$ cat src/rtl/xillybus_wrapper_mb_pkg.sv
// Shared constants and helpers for the xillybus_wrapper multiply/accumulate pipe.
package xillybus_wrapper_mb_pkg;

    localparam logic MB_MODE_LOAD = 1'b0;
    localparam logic MB_MODE_ACC  = 1'b1;

    localparam logic MB_UNSIGNED  = 1'b0;
    localparam logic MB_SIGNED    = 1'b1;

    // Width of a full-precision product of an a-bit and a b-bit operand.
    function automatic int unsigned mb_prod_width(input int unsigned a, input int unsigned b);
        return a + b;
    endfunction

endpackage

$ cat src/rtl/xillybus_wrapper_mb_pipe_if.sv
// Operand/result bundle of the multiply/accumulate pipe, including its clock enable.
interface xillybus_wrapper_mb_pipe_if #(
    parameter int unsigned din0_WIDTH = 32'd15,
    parameter int unsigned din1_WIDTH = 32'd15,
    parameter int unsigned dout_WIDTH = 32'd30
);
    logic                  ce;
    logic                  din_valid;
    logic                  din_signed;
    logic                  din_acc;
    logic [din0_WIDTH-1:0] din0;
    logic [din1_WIDTH-1:0] din1;
    logic                  dout_valid;
    logic [dout_WIDTH-1:0] dout;

    modport master (
        output ce, din_valid, din_signed, din_acc, din0, din1,
        input  dout_valid, dout
    );

    modport slave (
        input  ce, din_valid, din_signed, din_acc, din0, din1,
        output dout_valid, dout
    );
endinterface

$ cat src/rtl/xillybus_wrapper_mb_pipe_DSP48_0.sv
// Pipeline core: multiply in stage 1, optional delay stages, load/accumulate in the last stage.
module xillybus_wrapper_mb_pipe_DSP48_0
    import xillybus_wrapper_mb_pkg::*;
#(
    parameter int unsigned NUM_STAGE = 32'd3,
    parameter int unsigned AW        = 32'd15,
    parameter int unsigned BW        = 32'd15,
    parameter int unsigned DW        = 32'd30
) (
    input  logic          clk,
    input  logic          reset,
    input  logic          ce,
    input  logic [AW-1:0] a,
    input  logic [BW-1:0] b,
    input  logic          sgn,
    input  logic          acc,
    input  logic          vin,
    output logic [DW-1:0] p,
    output logic          vout
);

    logic [DW-1:0] a_ext_c;
    logic [DW-1:0] b_ext_c;
    logic [DW-1:0] prod_c;
    logic [DW-1:0] fin_prod_c;
    logic          fin_acc_c;
    logic          fin_vld_c;
    logic [DW-1:0] dout_d, dout_q;
    logic          vout_d, vout_q;

    // Extend operands to the result width and multiply; low DW bits are exact for both signednesses.
    always_comb begin
        a_ext_c = {{(DW-AW){(sgn == MB_SIGNED) & a[AW-1]}}, a};
        b_ext_c = {{(DW-BW){(sgn == MB_SIGNED) & b[BW-1]}}, b};
        prod_c  = a_ext_c * b_ext_c;
    end

    if (NUM_STAGE == 1) begin : g_direct
        assign fin_prod_c = prod_c;
        assign fin_acc_c  = acc;
        assign fin_vld_c  = vin;
    end else begin : g_pipe
        localparam int unsigned NR = NUM_STAGE - 1;

        logic [DW-1:0] prod_d [NR];
        logic [DW-1:0] prod_q [NR];
        logic [NR-1:0] acc_d, acc_q;
        logic [NR-1:0] vld_d, vld_q;

        // Shift product and its control bits one stage per enabled cycle.
        always_comb begin
            prod_d = prod_q;
            acc_d  = acc_q;
            vld_d  = vld_q;
            if (ce) begin
                prod_d[0] = prod_c;
                acc_d[0]  = acc;
                vld_d[0]  = vin;
                for (int i = 1; i < int'(NR); i++) begin
                    prod_d[i] = prod_q[i-1];
                    acc_d[i]  = acc_q[i-1];
                    vld_d[i]  = vld_q[i-1];
                end
            end
        end

        // Stage registers; only valid bits need clearing on reset.
        always_ff @(posedge clk) begin
            if (reset) begin
                vld_q <= '0;
            end else begin
                prod_q <= prod_d;
                acc_q  <= acc_d;
                vld_q  <= vld_d;
            end
        end

        assign fin_prod_c = prod_q[NR-1];
        assign fin_acc_c  = acc_q[NR-1];
        assign fin_vld_c  = vld_q[NR-1];
    end

    // Final stage: load or accumulate into the live result register; bubbles hold dout.
    always_comb begin
        dout_d = dout_q;
        vout_d = vout_q;
        if (ce) begin
            vout_d = fin_vld_c;
            if (fin_vld_c) begin
                dout_d = (fin_acc_c == MB_MODE_ACC) ? dout_q + fin_prod_c : fin_prod_c;
            end
        end
    end

    // Result register and its valid flag.
    always_ff @(posedge clk) begin
        if (reset) begin
            dout_q <= '0;
            vout_q <= 1'b0;
        end else begin
            dout_q <= dout_d;
            vout_q <= vout_d;
        end
    end

    assign p    = dout_q;
    assign vout = vout_q;

endmodule

$ cat src/rtl/xillybus_wrapper_mb_pipe.sv
// Top of the pipelined multiply/accumulate unit: parameter checks and wiring only.
module xillybus_wrapper_mb_pipe
    import xillybus_wrapper_mb_pkg::*;
#(
    parameter int unsigned ID         = 32'd1,
    parameter int unsigned NUM_STAGE  = 32'd3,
    parameter int unsigned din0_WIDTH = 32'd15,
    parameter int unsigned din1_WIDTH = 32'd15,
    parameter int unsigned dout_WIDTH = 32'd30
) (
    input  logic                       clk,
    input  logic                       reset,
    xillybus_wrapper_mb_pipe_if.slave  bus
);

    if (dout_WIDTH < mb_prod_width(din0_WIDTH, din1_WIDTH)) begin : g_bad_width
        $error("xillybus_wrapper_mb_pipe %0d: dout_WIDTH %0d narrower than product", ID, dout_WIDTH);
    end

    if (NUM_STAGE < 1) begin : g_bad_stage
        $error("xillybus_wrapper_mb_pipe %0d: NUM_STAGE must be at least 1", ID);
    end

    xillybus_wrapper_mb_pipe_DSP48_0 #(
        .NUM_STAGE (NUM_STAGE),
        .AW        (din0_WIDTH),
        .BW        (din1_WIDTH),
        .DW        (dout_WIDTH)
    ) u_core (
        .clk   (clk),
        .reset (reset),
        .ce    (bus.ce),
        .a     (bus.din0),
        .b     (bus.din1),
        .sgn   (bus.din_signed),
        .acc   (bus.din_acc),
        .vin   (bus.din_valid),
        .p     (bus.dout),
        .vout  (bus.dout_valid)
    );

endmodule
$ cat src/flat_wrapper.sv
// flat-port wrapper written by rule: the top's interface ports become plain ports
module xillybus_wrapper_mb_pipe_flat import xillybus_wrapper_mb_pkg::*;
#(
    parameter int unsigned ID         = 32'd1,
    parameter int unsigned NUM_STAGE  = 32'd3,
    parameter int unsigned din0_WIDTH = 32'd15,
    parameter int unsigned din1_WIDTH = 32'd15,
    parameter int unsigned dout_WIDTH = 32'd30
)
  (clk, reset, bus_ce, bus_din_valid, bus_din_signed, bus_din_acc, bus_din0, bus_din1, bus_dout_valid, bus_dout);
  xillybus_wrapper_mb_pipe_if #(.din0_WIDTH(din0_WIDTH), .din1_WIDTH(din1_WIDTH), .dout_WIDTH(dout_WIDTH)) bus_i ();
  input  logic clk;
  input  logic reset;
  input wire logic [$bits(bus_i.ce)-1:0] bus_ce;
  input wire logic [$bits(bus_i.din_valid)-1:0] bus_din_valid;
  input wire logic [$bits(bus_i.din_signed)-1:0] bus_din_signed;
  input wire logic [$bits(bus_i.din_acc)-1:0] bus_din_acc;
  input wire logic [$bits(bus_i.din0)-1:0] bus_din0;
  input wire logic [$bits(bus_i.din1)-1:0] bus_din1;
  output wire logic [$bits(bus_i.dout_valid)-1:0] bus_dout_valid;
  output wire logic [$bits(bus_i.dout)-1:0] bus_dout;
  assign bus_i.ce = bus_ce;
  assign bus_i.din_valid = bus_din_valid;
  assign bus_i.din_signed = bus_din_signed;
  assign bus_i.din_acc = bus_din_acc;
  assign bus_i.din0 = bus_din0;
  assign bus_i.din1 = bus_din1;
  assign bus_dout_valid = bus_i.dout_valid;
  assign bus_dout = bus_i.dout;
  xillybus_wrapper_mb_pipe #(.ID(ID), .NUM_STAGE(NUM_STAGE), .din0_WIDTH(din0_WIDTH), .din1_WIDTH(din1_WIDTH), .dout_WIDTH(dout_WIDTH)) u_core (.clk(clk), .reset(reset), .bus(bus_i));
endmodule
$ cat config.mk
export PLATFORM = sky130hd
export DESIGN_NAME = xillybus_wrapper_mb_pipe_flat
export DESIGN_NICKNAME = d
export VERILOG_FILES = /design/src/rtl/xillybus_wrapper_mb_pkg.sv /design/src/rtl/xillybus_wrapper_mb_pipe_if.sv /design/src/rtl/xillybus_wrapper_mb_pipe_DSP48_0.sv /design/src/rtl/xillybus_wrapper_mb_pipe.sv /design/src/flat_wrapper.sv
export SDC_FILE = /design/constraint.sdc
export NUM_CORES = 1
export LEC_CHECK = 0
export ABC_AREA = 1
export ABC_CLOCK_PERIOD_IN_PS = 5700
export BUFFER_PORTS_ARGS = -buffer_cell sky130_fd_sc_hd__buf_2
export CELL_PAD_IN_SITES_DETAIL_PLACEMENT = 0
export CELL_PAD_IN_SITES_GLOBAL_PLACEMENT = 1
export CORE_MARGIN = 3
export CORE_UTILIZATION = 44
export CTS_BUF_LIST = sky130_fd_sc_hd__clkbuf_16
export DETAILED_ROUTE_END_ITERATION = 6
export PLACE_DENSITY_LB_ADDON = 0.1
export SLEW_MARGIN = 40
export SYNTH_ARGS = -nofsm -noshare
export SYNTH_HDL_FRONTEND = slang
export SYNTH_SLANG_ARGS = --single-unit
$ cat constraint.sdc
create_clock -name clk -period 5.7 [get_ports clk]
set_clock_uncertainty 0.2 [all_clocks]
set_input_delay 0.285 -clock clk [delete_from_list [all_inputs] [get_ports clk]]
set_output_delay 0.285 -clock clk [all_outputs]
set_load 0.03 [all_outputs]
; After elaboration in Yosys (flattened, before gate mapping)
; Index checks and enable logic that the tools add are counted.
[classes]
add_sub_neg = 1
multipliers = 1
div_mod_pow = 0
magnitude_cmp = 0
eq_ne = 0
n_shift = 0
mux = 1
bitwise = 3
n_reduce_logical = 2
[ops]
columns = operator, n
row1 = adder 30 bit, 1
row2 = multiplier 16 x 16 -> 30 bit, 1
row3 = 2-to-1 mux 30 bit, 1
row4 = AND reduction 2 bit, 2
row5 = bitwise AND 1 bit, 2
row6 = NOT 1 bit, 1
[totals]
reg_bits = 95
latchBits = 0
mem_bits_rw = 0
romBits = 0
in_bits = 36
output_inout_bits = 31
elab_cells = 14
n_memories = 0

; Depth between registers and ports, before layout
[depth]
ltp_word = 2
ltp_mapped = 28

; Least setup slack after synthesis
; OpenSTA, ideal clock, no wires.
[synth_timing]
kind = input port to flip-flop
from = input port bus_din0[14]
to = register u_core.u_core.g_pipe.prod_q[59] (netlist bit), data pin
setup_time_ps = 252
arrival_ps = 5340
required_ps = 5248
slack_ps = -92
cell_stages = 24
path_buffers = 1
cell_sequence = buf_6 > nand2_4 > inv_4 > nand2_1 > inv_1 > fa_1 > inv_1 > fa_1 > fa_1 > inv_1 > fa_1 > inv_1 > fa_1 > inv_1 > fa_1 > ha_1 > inv_1 > nor3_1 > nand2_1 > or2_2 > nand3_1 > inv_1 > nand2_1 > nand2_1
[synth_between]
elab_chain_len = 2
[synth_rtl]
columns = element, line_no
row1 = from (decl), flat_wrapper.sv:18  ; input wire logic [$bits(bus_i.din0)-1:0] bus_din0;
row2 = bitwise AND 1 bit, xillybus_wrapper_mb_pipe_DSP48_0.sv:33  ; a_ext_c = {{(DW-AW){(sgn == MB_SIGNED) & a[AW-1]}}, a};
row3 = multiplier 16 x 16 -> 30 bit (*), xillybus_wrapper_mb_pipe_DSP48_0.sv:35  ; prod_c = a_ext_c * b_ext_c;
row4 = via u_core.u_core.prod_c[29], xillybus_wrapper_mb_pipe_DSP48_0.sv:24  ; logic [DW-1:0] prod_c;
row5 = to (signal assigned), xillybus_wrapper_mb_pipe_DSP48_0.sv:72  ; prod_q <= prod_d;
row6 = to (decl), xillybus_wrapper_mb_pipe_DSP48_0.sv:46  ; logic [DW-1:0] prod_q [NR];
; The timed path passes the listed nets; every way through them passes the cells marked *.
; A chain may end at the register's enable or synchronous reset.

; Worst setup path after layout
[layout_timing]
from = input port bus_din_signed
to = register u_core.u_core.g_pipe.prod_q[59] (netlist bit), data pin
[layout_between]
elab_chain_len = 2
[layout_rtl]
columns = element, line_no
row1 = from (decl), flat_wrapper.sv:16  ; input wire logic [$bits(bus_i.din_signed)-1:0] bus_din_signed;
row2 = "bitwise AND 1 bit, on equally long branches", "xillybus_wrapper_mb_pipe_DSP48_0.sv:33, xillybus_wrapper_mb_pipe_DSP48_0.sv:34"
row3 = multiplier 16 x 16 -> 30 bit (*), xillybus_wrapper_mb_pipe_DSP48_0.sv:35
row4 = via u_core.u_core.prod_c[29], xillybus_wrapper_mb_pipe_DSP48_0.sv:24
; Marks and branches as above.

==> flow_summary_export.csv <==
group,metric,value,unit
route,drc,0,
hold_path,hold_depth,3,
sta,finalHoldViolCount,0,
place,dp_hpwl,34700,um
clocking,cts_setup_buffers,0,
route,drt-pass1-iter-count,5,
synthesis,synth_area,0.0155,mm2
clocking,htree_levels,3,
place,place_ws,-0.184,ns
synthesis,synth_edf_count,62,
final_layout,drive_above_1_share,13.6,%
sta,relSlewSlack,50.2,%
clocking,cts.sinks,95,
final_layout,num-fill-cells,3392,
route,drt-wirelength-per-cell,15.3,um
synthesis,yosys-top-cells-area,"fa_1 (32%), inv_1 (13%), nand2_1 (13%)",
worst_setup_path,arrival,5.36,ns
route,ant_nets,0,
floorplan,row_count,68,
floorplan,die_y,194,um
global_routing,grt_max_degree,63,
global_routing,grt_pass1_wl,67300,um
pwr,p_leak,9.99,nW
route,num_vias,12500,
synthesis,postSynth.asyncResetShare,0,%
sta,rsz0062_at_grt,"false",
hold_path,hold_path.class,"input pin to register",
floorplan,io_pins,67,
sta,layout_setup_ws,0.247,ns
place,io_buffer_count,66,
global_routing,track_usage,22.2,%
sta,setup_total_negative_slack,0,ns
clocking,clk_pin_slew,0.07,ns
global_routing,antenna_found_initial,0,
worst_setup_path,required,5.61,ns
worst_setup_path,criticalPathCategory,"input pin to register",
synthesis,syn_nets,2400,
synthesis,synth-warning-count,0,
floorplan,fp.dieW,194,um
sta,slew_viol_final,0,
worst_setup_path,rr_worst_depth,15,
place,place.gp.congestion,0.900,
floorplan,start_util,44.8,%
clocking,cts_max_path_buffers,2,
route,wl,40200,um
final_layout,area_delta_synth_final,14.1,%
floorplan,die_area,0.0375,mm2
synthesis,netlist.top_cell.by_area,"fa_1",
pwr,powerDensity,722,mW/mm2
run_status,status,"completed",
final_layout,antennaDiodeCount,0,
worst_setup_path,path_max_fanout,6,
sta,tightest_slew,0.747,ns
global_routing,overflow,0,
sta,max_freq,183,MHz
clocking,cts_tree,"done",
synthesis,ys_types,46,
synthesis,avgSynthCellArea,7.72,um2
final_layout,nNetsFinal,2558,
sta,holdWs,0.0238,ns
synthesis,yosysSeqAreaShare,16.3,%
synthesis,synth_top_area_share,32.2,%
clocking,numCtsBuffers,9,
route,avgViaCountPerCell,4.75,
synthesis,yosysMostFrequentCell,"inv_1",
worst_setup_path,crit_path_end_kind,"register",
floorplan,coreArea,0.0346,mm2
global_routing,grt_pass1_vias,13300,
clocking,cts_root_buf,"clkbuf_16",
sta,setup_viol,0,
synthesis,synth_cells,2007,
final_layout,final_core_util,51.1,%
clocking,insertion_delay,0.35,ns
flow_run,cap_viol_max_count,0,
route,drt_first_iter_violations,590,
sta,layout_min_cycle_time,5.45,ns
worst_setup_path,cp-start-kind,"input pin",
synthesis,synth_ff_type,"edfxtp_1",
synthesis,ys_top_cells_by_count,"inv_1 (530), nand2_1 (524), fa_1 (249)",
synthesis,ys_ff_latch,95,
sta,period_share,95.7,%
pwr,irDropWorstVdd,0.000658,V
[sequential cells by signal, indices dropped and copies added, names as in the netlist]
signal                       flops
u_core.u_core.fin_prod_c        30
u_core.u_core.g_pipe.prod_q     30
u_core.u_core.p                 30
u_core.u_core.g_pipe.acc_q       2
u_core.u_core.g_pipe.vld_q       2
u_core.u_core.vout               1
[report_power, final]
group | internal (mW) | switching [mW] | total (mW)
registers | 1.31 | 0.0555 | 1.36
clock network | 0.346 | 0.285 | 0.631
logic | 5.15 | 5.63 | 10.8
[worst max-delay path: stages]
cell	delay, ns
buf_2	0.12
nand2_4	0.10
inv_4	0.04
nand2_1	0.09
inv_1	0.09
fa_1	0.55
inv_1	0.08
fa_2	0.68
buf_12	0.15
fa_1	0.47
fa_1	0.57
fa_1	0.43
fa_1	0.49
inv_1	0.04
ha_1	0.33
nand2_1	0.10
nor2_1	0.14
nand2_1	0.07
or2_2	0.28
nand3_1	0.10
inv_1	0.05
nand2_1	0.06
nand2_1	0.04
[kinds of logic (layout without fill, tap and decap cells)]
| logic type | Yosys count | in the layout | synth area share, % |
|---|---|---|---|
| buf+inv | 610 | 773 | 15.0 |
| fa+ha+maj | 357 | 357 | 40.9 |
| simple gates | 766 | 766 | 20.5 |
| xor+xnor | 42 | 42 | 2.37 |
| compound gates | 137 | 137 | 5.02 |
| flops | 95 | 95 | 16.3 |
[final timing paths]
kind | start | end | slack, ns
hold reg to reg | u_core.u_core.g_pipe.prod_q[35] | u_core.u_core.fin_prod_c[5] | 0.21
setup / recovery | bus_din_signed | u_core.u_core.g_pipe.prod_q[59] | 0.25
setup reg to reg | u_core.u_core.p[0] | u_core.u_core.p[16] | 2.96
hold / removal | bus_ce | u_core.u_core.g_pipe.vld_q[0] | 0.02
[placed cells by master, fill, tap and decap left out, drive strengths merged, types with 8 or more instances in the layout]
cell type / n
a21oi: 79
buf: 217
clkbuf: 9
dfxtp: 33
edfxtp: 62
fa: 249
ha: 108
inv: 541
nand2: 541
nand3: 62
nand4: 16
nor2: 121
nor3: 11
o21ai: 29
o21bai: 10
or2: 8
xnor2: 15
xor2: 27
[what timing repair did]
action                                  4_1_cts  5_1_grt
resized for setup                             0        9
hold buffers                                  2        0
endpoints found under the hold margin         2        0
endpoints found under the setup margin        0        6
[cell type report]
type                       instances  area (um2)  area share [%]
tap                              455         569            3.22
clock buffer                       9         225            1.27
inverter                         538        2020            11.4
clock inverter                     7        77.6           0.438
multi-input combinational       1302       10700            60.5
timing repair buffer             219        1580            8.90
sequential                        95        2520            14.3
[routing by layer]
layer / global-route usage (%) / share of wire (%) / vias up
met5: 0 / 0 / -
met4: 5.71 / 2.5 / 0
met3: 1.56 / 2.2 / 54
met2: 41.0 / 50 / 189
met1: 28.1 / 45 / 6018
li1: - / - / 6202
[per-stage QoR]
stage	std cells	total power [mW]	instance area (um2)
5_1_grt	2625	14.3	17700
4_1_cts	2625	12.8	17700
3_3_place_gp	2606	12.0	17300
3_5_place_dp	2607	12.1	17300
6_report	2625	12.8	17700
2_1_floorplan	2007	7.66	15500
No activity file was read; power rests on OpenSTA's default activity.
